File: src/rtl/gshare_ongorucu.sv
// gshare_ongorucu: gshare direction predictor with branch/JAL target
// computation for an RV32I fetch stage.
//  - Prediction is combinational from the current PHT and speculative GHR.
//  - The speculative GHR shifts at fetch for B-type instructions.
//  - The architectural GHR shifts at resolve.
//  - A mispredict rebuilds the speculative GHR from the architectural one.
// Optional feature: define GSHARE_ISTATISTIK_EN to add the saturating
// update/mispredict counters toplam_o and yanlis_o.
module gshare_ongorucu #(
  parameter int IDX_W = 6,
  parameter int GHR_W = 6,
  parameter int CTR_W = 2
) (
  input  logic              clk_i,
  input  logic              rst_ni,
  input  logic [31:0]       ps_i,
  input  logic [31:0]       buyruk_i,
  input  logic              getir_gecerli_i,
  output logic [31:0]       atlanan_ps_o,
  output logic              atlanan_gecerli_o,
  output logic [GHR_W-1:0]  tahmin_gg_o,
  input  logic              guncelle_gecerli_i,
  input  logic              guncelle_atladi_i,
  input  logic [31:0]       guncelle_ps_i,
  input  logic [GHR_W-1:0]  guncelle_gg_i,
  input  logic              guncelle_yanlis_i
`ifdef GSHARE_ISTATISTIK_EN
  ,
  output logic [31:0]       toplam_o,
  output logic [31:0]       yanlis_o
`endif
);

  localparam int DEPTH = 1 << IDX_W;
  localparam logic [CTR_W-1:0] CTR_INIT = CTR_W'((1 << (CTR_W - 1)) - 1);
  localparam logic [CTR_W-1:0] CTR_MAX  = {CTR_W{1'b1}};
  localparam logic [6:0] OP_BRANCH = 7'b1100011;
  localparam logic [6:0] OP_JAL    = 7'b1101111;

  logic [CTR_W-1:0] pht_reg [DEPTH];
  logic [GHR_W-1:0] spec_ghr_reg;
  logic [GHR_W-1:0] spec_ghr_next;
  logic [GHR_W-1:0] arch_ghr_reg;
  logic [GHR_W-1:0] arch_ghr_next;

  logic             is_branch;
  logic             is_jal;
  logic [IDX_W-1:0] pred_idx;
  logic             pht_taken;
  logic [31:0]      imm_b;
  logic [31:0]      imm_j;

  logic [IDX_W-1:0] upd_idx;
  logic [CTR_W-1:0] upd_ctr;
  logic [CTR_W-1:0] upd_ctr_next;

  // Only the index bits of the resolve PC feed the PHT.
  logic unused_ps_bits;
  assign unused_ps_bits = ^{guncelle_ps_i[31:IDX_W+2], guncelle_ps_i[1:0]};

  assign is_branch = (buyruk_i[6:0] == OP_BRANCH);
  assign is_jal    = (buyruk_i[6:0] == OP_JAL);
  assign pred_idx  = ps_i[IDX_W+1:2] ^ IDX_W'(spec_ghr_reg);
  // Read-before-write: the PHT register is read as it stands before this edge.
  assign pht_taken = pht_reg[pred_idx][CTR_W-1];
  assign imm_b = {{19{buyruk_i[31]}}, buyruk_i[31], buyruk_i[7],
                  buyruk_i[30:25], buyruk_i[11:8], 1'b0};
  assign imm_j = {{11{buyruk_i[31]}}, buyruk_i[31], buyruk_i[19:12],
                  buyruk_i[20], buyruk_i[30:21], 1'b0};
  assign tahmin_gg_o = spec_ghr_reg;

  // Combinational prediction; outputs are forced low while reset is held
  // because JAL would otherwise predict taken from an all-reset state.
  always_comb begin
    atlanan_gecerli_o = 1'b0;
    atlanan_ps_o      = 32'd0;
    if (rst_ni) begin
      if (is_jal) begin
        atlanan_gecerli_o = 1'b1;
        atlanan_ps_o      = ps_i + imm_j;
      end else if (is_branch && pht_taken) begin
        atlanan_gecerli_o = 1'b1;
        atlanan_ps_o      = ps_i + imm_b;
      end
    end
  end

  assign upd_idx = guncelle_ps_i[IDX_W+1:2] ^ IDX_W'(guncelle_gg_i);
  assign upd_ctr = pht_reg[upd_idx];

  // Saturating counter step for the entry being resolved.
  always_comb begin
    upd_ctr_next = upd_ctr;
    if (guncelle_atladi_i) begin
      if (upd_ctr != CTR_MAX) upd_ctr_next = upd_ctr + 1'b1;
    end else begin
      if (upd_ctr != '0) upd_ctr_next = upd_ctr - 1'b1;
    end
  end

  // History next-state: fetch shift first, mispredict repair overrides it.
  always_comb begin
    arch_ghr_next = {arch_ghr_reg[GHR_W-2:0], guncelle_atladi_i};
    spec_ghr_next = spec_ghr_reg;
    if (getir_gecerli_i && is_branch)
      spec_ghr_next = {spec_ghr_reg[GHR_W-2:0], pht_taken};
    if (guncelle_gecerli_i && guncelle_yanlis_i)
      spec_ghr_next = arch_ghr_next;
  end

  // History registers.
  always_ff @(posedge clk_i or negedge rst_ni) begin
    if (!rst_ni) begin
      spec_ghr_reg <= '0;
      arch_ghr_reg <= '0;
    end else begin
      spec_ghr_reg <= spec_ghr_next;
      if (guncelle_gecerli_i) arch_ghr_reg <= arch_ghr_next;
    end
  end

  // Pattern history table; every entry resets to weakly not-taken.
  always_ff @(posedge clk_i or negedge rst_ni) begin
    if (!rst_ni) begin
      for (int i = 0; i < DEPTH; i++) pht_reg[i] <= CTR_INIT;
    end else if (guncelle_gecerli_i) begin
      pht_reg[upd_idx] <= upd_ctr_next;
    end
  end

`ifdef GSHARE_ISTATISTIK_EN
  logic [31:0] toplam_reg;
  logic [31:0] yanlis_reg;

  // Saturating resolve / mispredict counters.
  always_ff @(posedge clk_i or negedge rst_ni) begin
    if (!rst_ni) begin
      toplam_reg <= '0;
      yanlis_reg <= '0;
    end else if (guncelle_gecerli_i) begin
      if (toplam_reg != 32'hFFFF_FFFF) toplam_reg <= toplam_reg + 32'd1;
      if (guncelle_yanlis_i && (yanlis_reg != 32'hFFFF_FFFF))
        yanlis_reg <= yanlis_reg + 32'd1;
    end
  end

  assign toplam_o = toplam_reg;
  assign yanlis_o = yanlis_reg;
`endif

endmodule

File: config.mk
export PLATFORM = sky130hd
export DESIGN_NAME = gshare_ongorucu
export DESIGN_NICKNAME = d
export VERILOG_FILES = /design/src/rtl/gshare_ongorucu.sv
export SDC_FILE = /design/constraint.sdc
export NUM_CORES = 1
export LEC_CHECK = 0
export CAP_MARGIN = 20
export CORE_MARGIN = 2
export CORE_UTILIZATION = 30
export DETAILED_ROUTE_END_ITERATION = 8
export GPL_TIMING_DRIVEN = 1
export MAX_ROUTING_LAYER = met4
export PLACE_DENSITY = 0.6
export SLEW_MARGIN = 20
export SYNTH_ARGS = -nofsm -noshare
export SYNTH_HDL_FRONTEND = slang
export SYNTH_SLANG_ARGS = --single-unit
File: constraint.sdc
create_clock -name clk_i -period 9.17 [get_ports clk_i]
set_clock_uncertainty 0.05 [all_clocks]
set_input_delay 1.834 -clock clk_i [delete_from_list [all_inputs] [get_ports clk_i]]
set_output_delay 1.834 -clock clk_i [all_outputs]
set_load 0.01 [all_outputs]
==> reports/results.tsv <==
metric	value	unit
port_buffers	120	
root_buffer	clkbuf_16	
detailed_place.area	0.0117	sq mm
cts_setup_buffers	0	
regToRegSetupSlack	6.25	ns
fin_ws	0.994	ns
via_per_inst	5.45	
hpwlAfterDp	22200	um
die_h	187	um
design_area	0.0123	sq mm
power_density	166	mW/mm^2
slew_violations	0	
critical_path_arrival	6.29	ns
synthMuxAreaShare	20.3	%
rsz0062_at_grt	false	
outcome	finished, final reports clean	
synth_top_family_by_area	multiplexers	
dp_slack	1.05	ns
routed_wl	31000	um
finalSetupTns	0	ns
rows	66	
yosys_warnings	0	
synth_compound_area_share	18.1	%
clock_sinks	139	
grt_pass1_vias	8552	
synth_area_leader_cell	dfrtp_1	
power_leakage	0.00503	uW
gp_congestion	0.867	
synth_edf_count	0	
path_clk_slew	0.05	ns
worst_pin_slew	0.905	ns
largest_reg_flops	128	
drive_above_1_share	25.7	%
synth-seq-cells	139	
nNetsFinal	1266	
synth_top_area_share	18.7	%
cts_tree	done	
pin_count	147	
syn2layout_area_growth	22.5	%
synth_ff_type	dfrtp_1	
slew_headroom	39.5	%
synth_cells	1000	
cts-resized-gates	0	
vias	8552	
clk_path_buf_depth	2	
syn_area	0.0100	sq mm
hold_slack	0.446	ns
hold_path_class	reg2reg	
power	2040	uW
ys_top_cells_by_area	dfrtp_1 19%, dfstp_2 17%, mux2_2 16%	
die-area	0.0349	sq mm
syn_avg_cell_area	10.0	sq um
drv_cap	0	
start_util	30.7	%
grt_pass1_wl	49100	um
critPathLaunchType	primary input	
synth_xor_area_share	4.56	%
antenna_found_initial	1	
drcViolationCount	0	
period_minus_slack	8.18	ns
worstSetupEndpointType	output pin	
numCtsBuffers	17	
synthArstFlopShare	100	%
die_w	187	um
grt-ovfl-total	0	
synth_simple_gate_area_share	12.6	%
grt_max_degree	81	
yosysSeqAreaShare	35.5	%
cp_max_fo	7	
cts-htree-levels	4	
routedWlPerCell	19.8	um
insertion_delay	0.42	ns
core_area	0.0327	sq mm
drt_pass1_iterations	5	
worst_ep_required_time	7.29	ns
ctsHoldBuffers	0	
ys_types	69	
synth_fa_ha_area_share	6.02	%
detail-route-antenna-nets	0	
post-route-period-util	89.2	%
setup_viol	0	
peakVddDrop	0.141	mV
detail_route.iter0.violations	757	
max_freq	0.122	GHz
grt_use_total	18.3	%
crit_type	in2out	
hold_violations	0	
synth_nets	1153	
## cell usage in the layout, fill, tap and decap left out, types with 4 or more instances in the layout
cell and instances:
mux2_2 139, clkdlybuf4s50_1 119, nor2_1 116, dfrtp_1 75, dfstp_2 64, nand2_1 59, a21oi_1 58, a22oi_1 55
ha_1 43, o21ai_0 31, a21o_1 27, xnor2_1 25, nand3_1 20, mux2i_1 20, inv_1 18, clkbuf_16 17
buf_4 17, xor2_1 15, a41oi_1 14, a31oi_1 12, mux4_2 12, a211oi_1 11, and4_1 9, o211ai_1 9
nor3_1 9, nor2b_1 8, o21bai_1 8, nor3_2 8, and3_1 7, nand4_1 7, a2111oi_0 6, clkbuf_8 6
and2_1 4, o21a_1 4, xnor2_2 4, clkinv_2 4
## critical path, cell delays in order
cell             delay, ns
clkdlybuf4s50_1       0.59
xor2_1                0.74
buf_4                 0.31
mux4_2                0.24
o2111ai_1             0.10
and3_1                0.22
nor4b_1               0.63
nor2_2                0.22
a2111oi_0             0.70
clkdlybuf4s50_1       0.70
## routing by layer
layer | track usage, % | part of all wire, % | vias to the layer above
met5 | - | 0 | -
met3 | 3.80 | 7.5 | 45
met4 | 5.49 | 1.9 | 0
li1 | - | - | 4010
met2 | 27.6 | 45 | 344
met1 | 24.5 | 45 | 4153
## cells in the mapped netlist, types with 4 or more instances
library cell,n
mux4_2,12
buf_6,7
and2_1,4
xnor2_1,26
and4_1,9
o21ai_0,31
nand4_1,7
a21oi_1,58
mux2_2,139
and3_1,7
nor3_1,14
nor2b_1,8
buf_2,6
dfrtp_1,75
nand3_1,20
nand2_1,59
a21o_1,27
mux2i_1,20
o21bai_1,8
a31oi_1,12
nor2_1,117
ha_1,43
a22oi_1,55
a41oi_1,14
a2111oi_0,6
a211oi_1,11
o211ai_1,9
inv_1,18
xor2_1,15
o21a_1,4
dfstp_2,64
clkbuf_1,28
## area by class of cell
cell class	instances	area, sq um
diodes	1	2.50
clock buffers	26	519
clock inverters	6	36.3
fillers	3226	20400
inverters	18	67.6
multi-input cells	800	6210
flip-flops and latches	139	3560
well taps	442	553
repair buffers	137	1330
## through the flow
stage          instances  util [%]
3_5_place_dp        1536      35.8
5_1_grt             1569      37.5
6_report            1569      37.5
2_1_floorplan       1000         -
3_3_place_gp        1536      35.8
4_1_cts             1568      37.5
## kinds of logic after synthesis
family,Yosys count
flip-flops,139
XOR/XNOR,47
AND/OR/NAND/NOR,270
buffers and inverters,61
multiplexers,171
AO/OA/AOI/OAI,265
adder cells (fa/ha/maj),47
## path summary, 6_finish.rpt
kind,start,to,depth (start not counted)
max in group asynchronous,rst_ni,tahmin_gg_o[3],2
worst max register to register,pht_reg[12],pht_reg[63],7
worst max-delay path,ps_i[4],atlanan_ps_o[30],10
min in group asynchronous,rst_ni,pht_reg[83],1
worst min register to register,arch_ghr_reg[4],tahmin_gg_o[5],2
worst min-delay path,arch_ghr_reg[4],tahmin_gg_o[5],2
## report_power, final
| group | internal (uW) | switching, uW |
|---|---|---|
| sequential | 764 | 64.5 |
| combinational | 256 | 316 |
| clock | 387 | 251 |
No activity file was read; power rests on OpenSTA's default activity.
